**src/rtl/sif_xa_master.sv**
```systemverilog
// sif_xa_master: SIF external-access bus initiator; one read/write command in flight at a time.
// Latency: write strobe 1 cycle after accept; read response RD_LAT+2 cycles after accept.
// Backpressure: cmd_ready low while busy; rsp_valid/rsp_rdata held indefinitely until rsp_ready.
//
// Ports:
//   clk, rst_n                 clock (rising edge) and asynchronous active-low reset
//   cmd_valid/cmd_ready        command handshake; cmd_op 1=write 0=read, cmd_addr, cmd_wdata
//   rsp_valid/rsp_ready        read response handshake; rsp_rdata holds captured data
//   busy                       high whenever a command is being processed
//   xa_addr, xa_data_wr        registered bus address / write data, held between transactions
//   xa_wr_s, xa_rd_s           registered one-cycle write / read strobes
//   xa_data_rd                 responder read data, sampled only at the capture edge
module sif_xa_master #(
   parameter int AW     = 16,
   parameter int DW     = 16,
   parameter int RD_LAT = 1     // responder read latency, legal 1..7
) (
   input  logic          clk,
   input  logic          rst_n,

   input  logic          cmd_valid,
   output logic          cmd_ready,
   input  logic          cmd_op,
   input  logic [AW-1:0] cmd_addr,
   input  logic [DW-1:0] cmd_wdata,

   output logic          rsp_valid,
   input  logic          rsp_ready,
   output logic [DW-1:0] rsp_rdata,

   output logic          busy,

   output logic [AW-1:0] xa_addr,
   output logic [DW-1:0] xa_data_wr,
   output logic          xa_wr_s,
   output logic          xa_rd_s,
   input  logic [DW-1:0] xa_data_rd
);

   typedef enum logic [2:0] {
      S_IDLE = 3'd0,
      S_WR   = 3'd1,
      S_RD   = 3'd2,
      S_WAIT = 3'd3,
      S_RESP = 3'd4
   } state_t;

   // WAIT lasts RD_LAT cycles: the counter starts at RD_LAT-1 and the
   // capture happens in the cycle where it reads zero.
   localparam logic [2:0] LAT_LOAD = 3'(RD_LAT - 1);

   state_t     state;
   state_t     state_nxt;
   logic [2:0] lat_cnt;
   logic       cmd_hs;
   logic       lat_done;

   assign cmd_hs   = cmd_valid && (state == S_IDLE);
   assign lat_done = (state == S_WAIT) && (lat_cnt == 3'd0);

   // Next-state logic
   always_comb begin
      state_nxt = state;
      case (state)
         S_IDLE: begin
            if (cmd_hs) begin
               state_nxt = cmd_op ? S_WR : S_RD;
            end
         end
         S_WR:   state_nxt = S_IDLE;
         S_RD:   state_nxt = S_WAIT;
         S_WAIT: begin
            if (lat_done) begin
               state_nxt = S_RESP;
            end
         end
         S_RESP: begin
            if (rsp_ready) begin
               state_nxt = S_IDLE;
            end
         end
         default: state_nxt = S_IDLE;
      endcase
   end

   // State register
   always_ff @(posedge clk or negedge rst_n) begin
      if (!rst_n) begin
         state <= S_IDLE;
      end else begin
         state <= state_nxt;
      end
   end

   // Read latency counter
   always_ff @(posedge clk or negedge rst_n) begin
      if (!rst_n) begin
         lat_cnt <= 3'd0;
      end else if (state == S_RD) begin
         lat_cnt <= LAT_LOAD;
      end else if ((state == S_WAIT) && (lat_cnt != 3'd0)) begin
         lat_cnt <= lat_cnt - 3'd1;
      end
   end

   // Bus address/data: loaded on accept, held otherwise
   always_ff @(posedge clk or negedge rst_n) begin
      if (!rst_n) begin
         xa_addr    <= '0;
         xa_data_wr <= '0;
      end else if (cmd_hs) begin
         xa_addr <= cmd_addr;
         if (cmd_op) begin
            xa_data_wr <= cmd_wdata;
         end
      end
   end

   // Strobes are registered from the next state so they line up exactly
   // with the WR/RD state cycle and drop on reset without glitching.
   always_ff @(posedge clk or negedge rst_n) begin
      if (!rst_n) begin
         xa_wr_s <= 1'b0;
         xa_rd_s <= 1'b0;
      end else begin
         xa_wr_s <= (state_nxt == S_WR);
         xa_rd_s <= (state_nxt == S_RD);
      end
   end

   // Read data capture at the end of the last WAIT cycle
   always_ff @(posedge clk or negedge rst_n) begin
      if (!rst_n) begin
         rsp_rdata <= '0;
      end else if (lat_done) begin
         rsp_rdata <= xa_data_rd;
      end
   end

   // cmd_ready is gated by rst_n so every output reads 0 while reset is held.
   assign cmd_ready = (state == S_IDLE) && rst_n;
   assign rsp_valid = (state == S_RESP);
   assign busy      = (state != S_IDLE);

endmodule

```
**config.mk**
```make
export PLATFORM = sky130hd
export DESIGN_NAME = sif_xa_master
export DESIGN_NICKNAME = d
export VERILOG_FILES = /design/src/rtl/sif_xa_master.sv
export SDC_FILE = /design/constraint.sdc
export NUM_CORES = 1
export LEC_CHECK = 0
export CAP_MARGIN = 30
export CELL_PAD_IN_SITES_DETAIL_PLACEMENT = 0
export CELL_PAD_IN_SITES_GLOBAL_PLACEMENT = 1
export CORE_AREA = 2 2 98 100
export CTS_BUF_LIST = sky130_fd_sc_hd__clkbuf_8
export CTS_CLUSTER_SIZE = 14
export DETAILED_ROUTE_END_ITERATION = 8
export DIE_AREA = 0 0 100 102
export PLACE_DENSITY = 0.69
export REMOVE_ABC_BUFFERS = 1
export SLEW_MARGIN = 20
export SYNTH_ARGS = -nofsm -noshare
export SYNTH_HDL_FRONTEND = slang
export SYNTH_SLANG_ARGS = --single-unit
```
**constraint.sdc**
```tcl
create_clock -name clk -period 1.59 [get_ports clk]
set_clock_uncertainty 0.05 [all_clocks]
set_input_delay 0.318 -clock clk [delete_from_list [all_inputs] [get_ports clk]]
set_output_delay 0.318 -clock clk [all_outputs]
set_load 0.01 [all_outputs]
```
## After elaboration in Yosys (flattened, before gate mapping)

Cells that the tools add are included.

- Flip-flop bits (word level): 56
- Bits of input ports: 53
- Output and inout bits: 53
- Logic and storage cells: 30

- $add $sub $neg: 1
- Equal/unequal tests: 5
- Multiplexer cells: 7
- Reductions and logical operators: 10

Operator list:

| kind | count |
|---|---|
| $mux W3 | 5 |
| $pmux W3 S4 | 1 |
| $eq A3 B2 Y1 const B | 3 |
| $logic_not A3 Y1 | 2 |
| $reduce_bool A3 Y1 | 2 |
| $logic_and A1 B1 Y1 | 4 |
| $eq A3 B1 Y1 const B | 1 |
| $eq A3 B3 Y1 const B | 1 |
| $sub A3 B1 Y3 const B | 1 |
| $mux W2 | 1 |
| $reduce_and A2 Y1 | 1 |
| $reduce_bool A2 Y1 | 1 |

## Longest topological paths before layout

- Word-level depth: 5
- Gate-level depth with buffers: 6
- Gate-level depth less buffers: 6

## Least setup slack after synthesis

OpenSTA, ideal clock, no wires.

- Kind: register -> register
- Start point: register lat_cnt[0]
- End point: register rsp_rdata[10]
- Setup time: 0.125 ns
- Data arrival time: 1.490 ns
- Required time: 1.415 ns
- Slack: -0.075 ns
- Stages on the path, launching flop included: 7
- Buffers on the path: 1
- Period minus slack after synthesis: 1.665 ns
- Cells stage by stage: dfrtp_1 -> inv_1 -> ha_1 -> ha_1 -> nand3_2 -> buf_2 -> mux2_2

- Cells in the longest elaborated chain, start to end: 2

Ends and longest elaborated chain:

| item | RTL line | source |
|---|---|---|
| start, declared | 54 | `logic [2:0] lat_cnt;` |
| start signal, assigned | 102 | `lat_cnt <= lat_cnt - 3'd1;` |
| $logic_not A3 Y1 | 59 | `assign lat_done = (state == S_WAIT) && (lat_cnt == 3'd0);` |
| $logic_and A1 B1 Y1 | 59 |  |
| end signal, assigned | 136 | `rsp_rdata <= xa_data_rd;` |
| end, declared | 29 | `output logic [DW-1:0] rsp_rdata,` |

No other way between the ends.
A chain may end at the register's enable or synchronous reset.

## Worst setup path after layout

- Start point: register state[2]
- End point: register xa_data_wr[13]

- Cells in the longest elaborated chain, start to end: 3

Ends and longest elaborated chain:

| item | RTL line | source |
|---|---|---|
| start, declared | 52 | `state_t state;` |
| start signal, assigned | 91 | `state <= state_nxt;` |
| $logic_not A3 Y1 | 58 | `assign cmd_hs = cmd_valid && (state == S_IDLE);` |
| $logic_and A1 B1 Y1 | 58 |  |
| $reduce_and A2 Y1 (no line) | n/a |  |
| end signal, assigned | 114 | `xa_data_wr <= cmd_wdata;` |
| end, declared | 34 | `output logic [DW-1:0] xa_data_wr,` |

No other way between the ends.

==> flow_summary_export.csv <==
group,metric,value,unit
clock_network,cts_root_buffer,"clkbuf_8",
critical_path,cp.arrival,1.82,ns
power_and_ir_drop,powerDensity,1700,nW/µm²
critical_path,required,1.74,ns
synth,ys_seq_elements,56,
critical_path,start_kind,"flip-flop",
floorplan,dieArea,10200,µm²
power_and_ir_drop,p_int,4.324,mW
clock_network,cts.sinks,56,
sta,worst_pin_slew,0.7164,ns
power_and_ir_drop,pwr-share-seq,38.3,%
placement,place_area,3472,µm²
power_and_ir_drop,p_switching,1.965,mW
finish,syn2layout_area_growth,64.74,%
sta,relSlewSlack,52.24,%
job,maxCapViolCount,0,
clock_network,clk_pin_slew,0.10,ns
route,routed_wl,5.121,mm
synth,avgSynthCellArea,16.04,µm²
sta,setup_viol_count_final,34,
synth,ys_types,26,
sta,rsz0062_at_grt,"yes",
global_route,grt-ovfl-total,0,
floorplan,dieHeight,102,µm
route,drtAntennaViolNets,0,
global_route,grt_max_degree,57,
global_route,grt_antenna_before_repair,0,
synth,yosys_warnings,0,
placement,place_hpwl,3.455,mm
hold_path,min_path_type,"in -> async",
floorplan,initial_core_util,24.66,%
route,dr.pass1.iters,4,
placement,port_buffers,105,
route,wire_per_inst,13.66,µm
power_and_ir_drop,swShare,31.24,%
power_and_ir_drop,p_leak,1.854,nW
synth,synth-edff-count,0,
floorplan,core,9109,µm²
critical_path,critPathCaptureType,"flip-flop",
synth,synthesis.area,2246,µm²
sta,whs,0.1164,ns
route,drt-vias-per-instance,4.152,
finish,n_fill_cell,869,
synth,async_flop_share,100.0,%
global_route,grt_pass1_vias,1672,
sta,fin_tns_setup,-1.530,ns
power_and_ir_drop,clkPwrFrac,12.9,%
global_route,grt_pass1_wl,8.031,mm
sta,fin_ws,-0.08412,ns
critical_path,ff2ff_path_depth,6,
finish,antennaDiodeCount,0,
finish,finish.instance_area,3700,µm²
floorplan,rows,35,
finish,drive_above_1_share,30.68,%
sta,slew_violations,0,
sta,fin_crit,1.674,ns
sta,hold_viol_final,0,
clock_network,cts_buffers,5,
sta,max_freq,597.3,MHz
global_route,grt_use_total,10.04,%
clock_network,cts_htree_levels,2,
finish,multi_input_area,829.5,µm²
outcome,violations,"negative setup slack",
route,remaining_drc_errors,0,
outcome,status,"finished with violations",
clock_network,insertion_delay,0.30,ns
clock_network,cts_buffer_depth,2,
synth,yosysSeqAreaShare,62.40,%
power_and_ir_drop,p_total,6.289,mW
sta,period_share,105.3,%
power_and_ir_drop,combPwrFrac,48.8,%
clock_network,cts_tree,"yes",
synth,ys.flop_type,"dfrtp_1",
placement,place.gp.congestion,0.6765,
finish,seq_area,1401,µm²
critical_path,cp_max_fo,5,
route,vias,1557,
critical_path,worstSetupPathType,"reg -> reg",
finish,nets,318,
synth,syn_inst,140,
floorplan,ioPinCount,106,
floorplan,dieWidth,100,µm
route,first_iter_violations,19,
power_and_ir_drop,peakVddDrop,0.6099,mV
-- path summary, 6_finish.rpt --
kind	start	slack, ns	endpoint
setup / recovery	state[2]	-0.08	xa_data_wr[13]
hold / removal	rst_n	0.12	rsp_rdata[12]
setup reg to reg	state[2]	-0.08	xa_data_wr[13]
hold reg to reg	rsp_rdata[13]	0.46	rsp_rdata[13]
max in group asynchronous	rst_n	0.90	xa_addr[12]
min in group clk	rsp_rdata[13]	0.46	rsp_rdata[13]
-- worst max-delay path, cell delays in order, from the launching register on --
cell     delay [ns]
dfrtp_1        0.40
buf_6          0.13
nor4b_4        0.28
buf_6          0.16
buf_12         0.14
nand2_8        0.07
mux2_4         0.33
-- synth_stat cells, types with 2 or more instances --
cell type	count	area share, %
nor2_1	2	0.33
mux2_2	39	20
inv_1	6	1.0
a21oi_1	2	0.45
nor2b_1	3	0.84
nand2b_1	2	0.56
nand2_1	2	0.33
buf_6	2	1.0
ha_1	2	1.1
dfrtp_1	56	62
mux2_4	9	6.0
-- layout by cell type, fill, tap and decap left out, drive strengths merged, types with 2 or more instances in the layout --
master / synthesis / final
a21oi: 2 / 2
buf: 5 / 18
clkbuf: 0 / 6
clkdlybuf4s50: 0 / 51
dfrtp: 56 / 56
dlygate4sd2: 0 / 26
dlymetal6s2s: 0 / 24
ha: 2 / 2
inv: 6 / 7
mux2: 48 / 48
nand2: 3 / 5
nand2b: 2 / 2
nor2: 2 / 2
nor2b: 3 / 3
-- cells by family (layout without fill, tap and decap cells) --
family	after synthesis	count (layout)	synth area share, %
compound gates	8	8	2.340
fa+ha+maj	2	2	1.114
buf+inv	11	133	3.454
flops	56	56	62.40
mux	49	49	26.02
simple gates	14	16	4.680
-- metal layers --
| layer | up-vias | track usage, % | part of all wire (%) | wire (µm) |
|---|---|---|---|---|
| li1 | 733 | - | - | - |
| met1 | 752 | 11.77 | 41 | 2107 |
| met2 | 68 | 17.00 | 49 | 2517 |
| met3 | 4 | 4.446 | 9.2 | 472 |
| met4 | 0 | 2.529 | 0.45 | 23 |
| met5 | - | 0 | 0 | 0 |
-- timing repair --
action	CTS	global route
pin swaps	2	0
cloned	3	0
hold buffers	0	0
gates resized for setup	49	29
buffers inserted	3	0
setup endpoints to repair	61	76
-- flip-flops by register name, summed over array words and instances (netlist names) --
register	cells
xa_data_wr	16
lat_cnt	3
rsp_rdata	16
xa_wr_s	1
xa_addr	16
state	3
xa_rd_s	1
-- metrics by stage --
step	setup WS (ns)	cells	utilization, %
floorplan	-1.010	135	-
global placement	-0.2760	361	38.12
detailed placement	-0.3299	361	38.12
CTS	-0.09951	375	39.74
global route	-0.1510	375	40.62
finish	-0.08412	375	40.62
-- power by group through the flow --
| stage | sequential [mW] | clock, mW | combinational, mW |
|---|---|---|---|
| floorplan | 2.77 | 0 | 1.06 |
| CTS | 2.43 | 0.872 | 3.15 |
| global route | 2.52 | 0.932 | 3.32 |
| global placement | 2.45 | 0 | 3.21 |
| finish | 2.41 | 0.810 | 3.07 |
| detailed placement | 2.47 | 0 | 3.23 |
-- cell type report --
| cell class | count | share of cell area (%) |
|---|---|---|
| tap | 111 | 3.754 |
| timing repair buffer | 119 | 32.80 |
| clock inverter | 2 | 0.3044 |
| sequential | 56 | 37.88 |
| inverter | 6 | 0.6087 |
| clock buffer | 6 | 2.232 |
| multi-input combinational | 75 | 22.42 |
(Power assumes the default switching activity.)
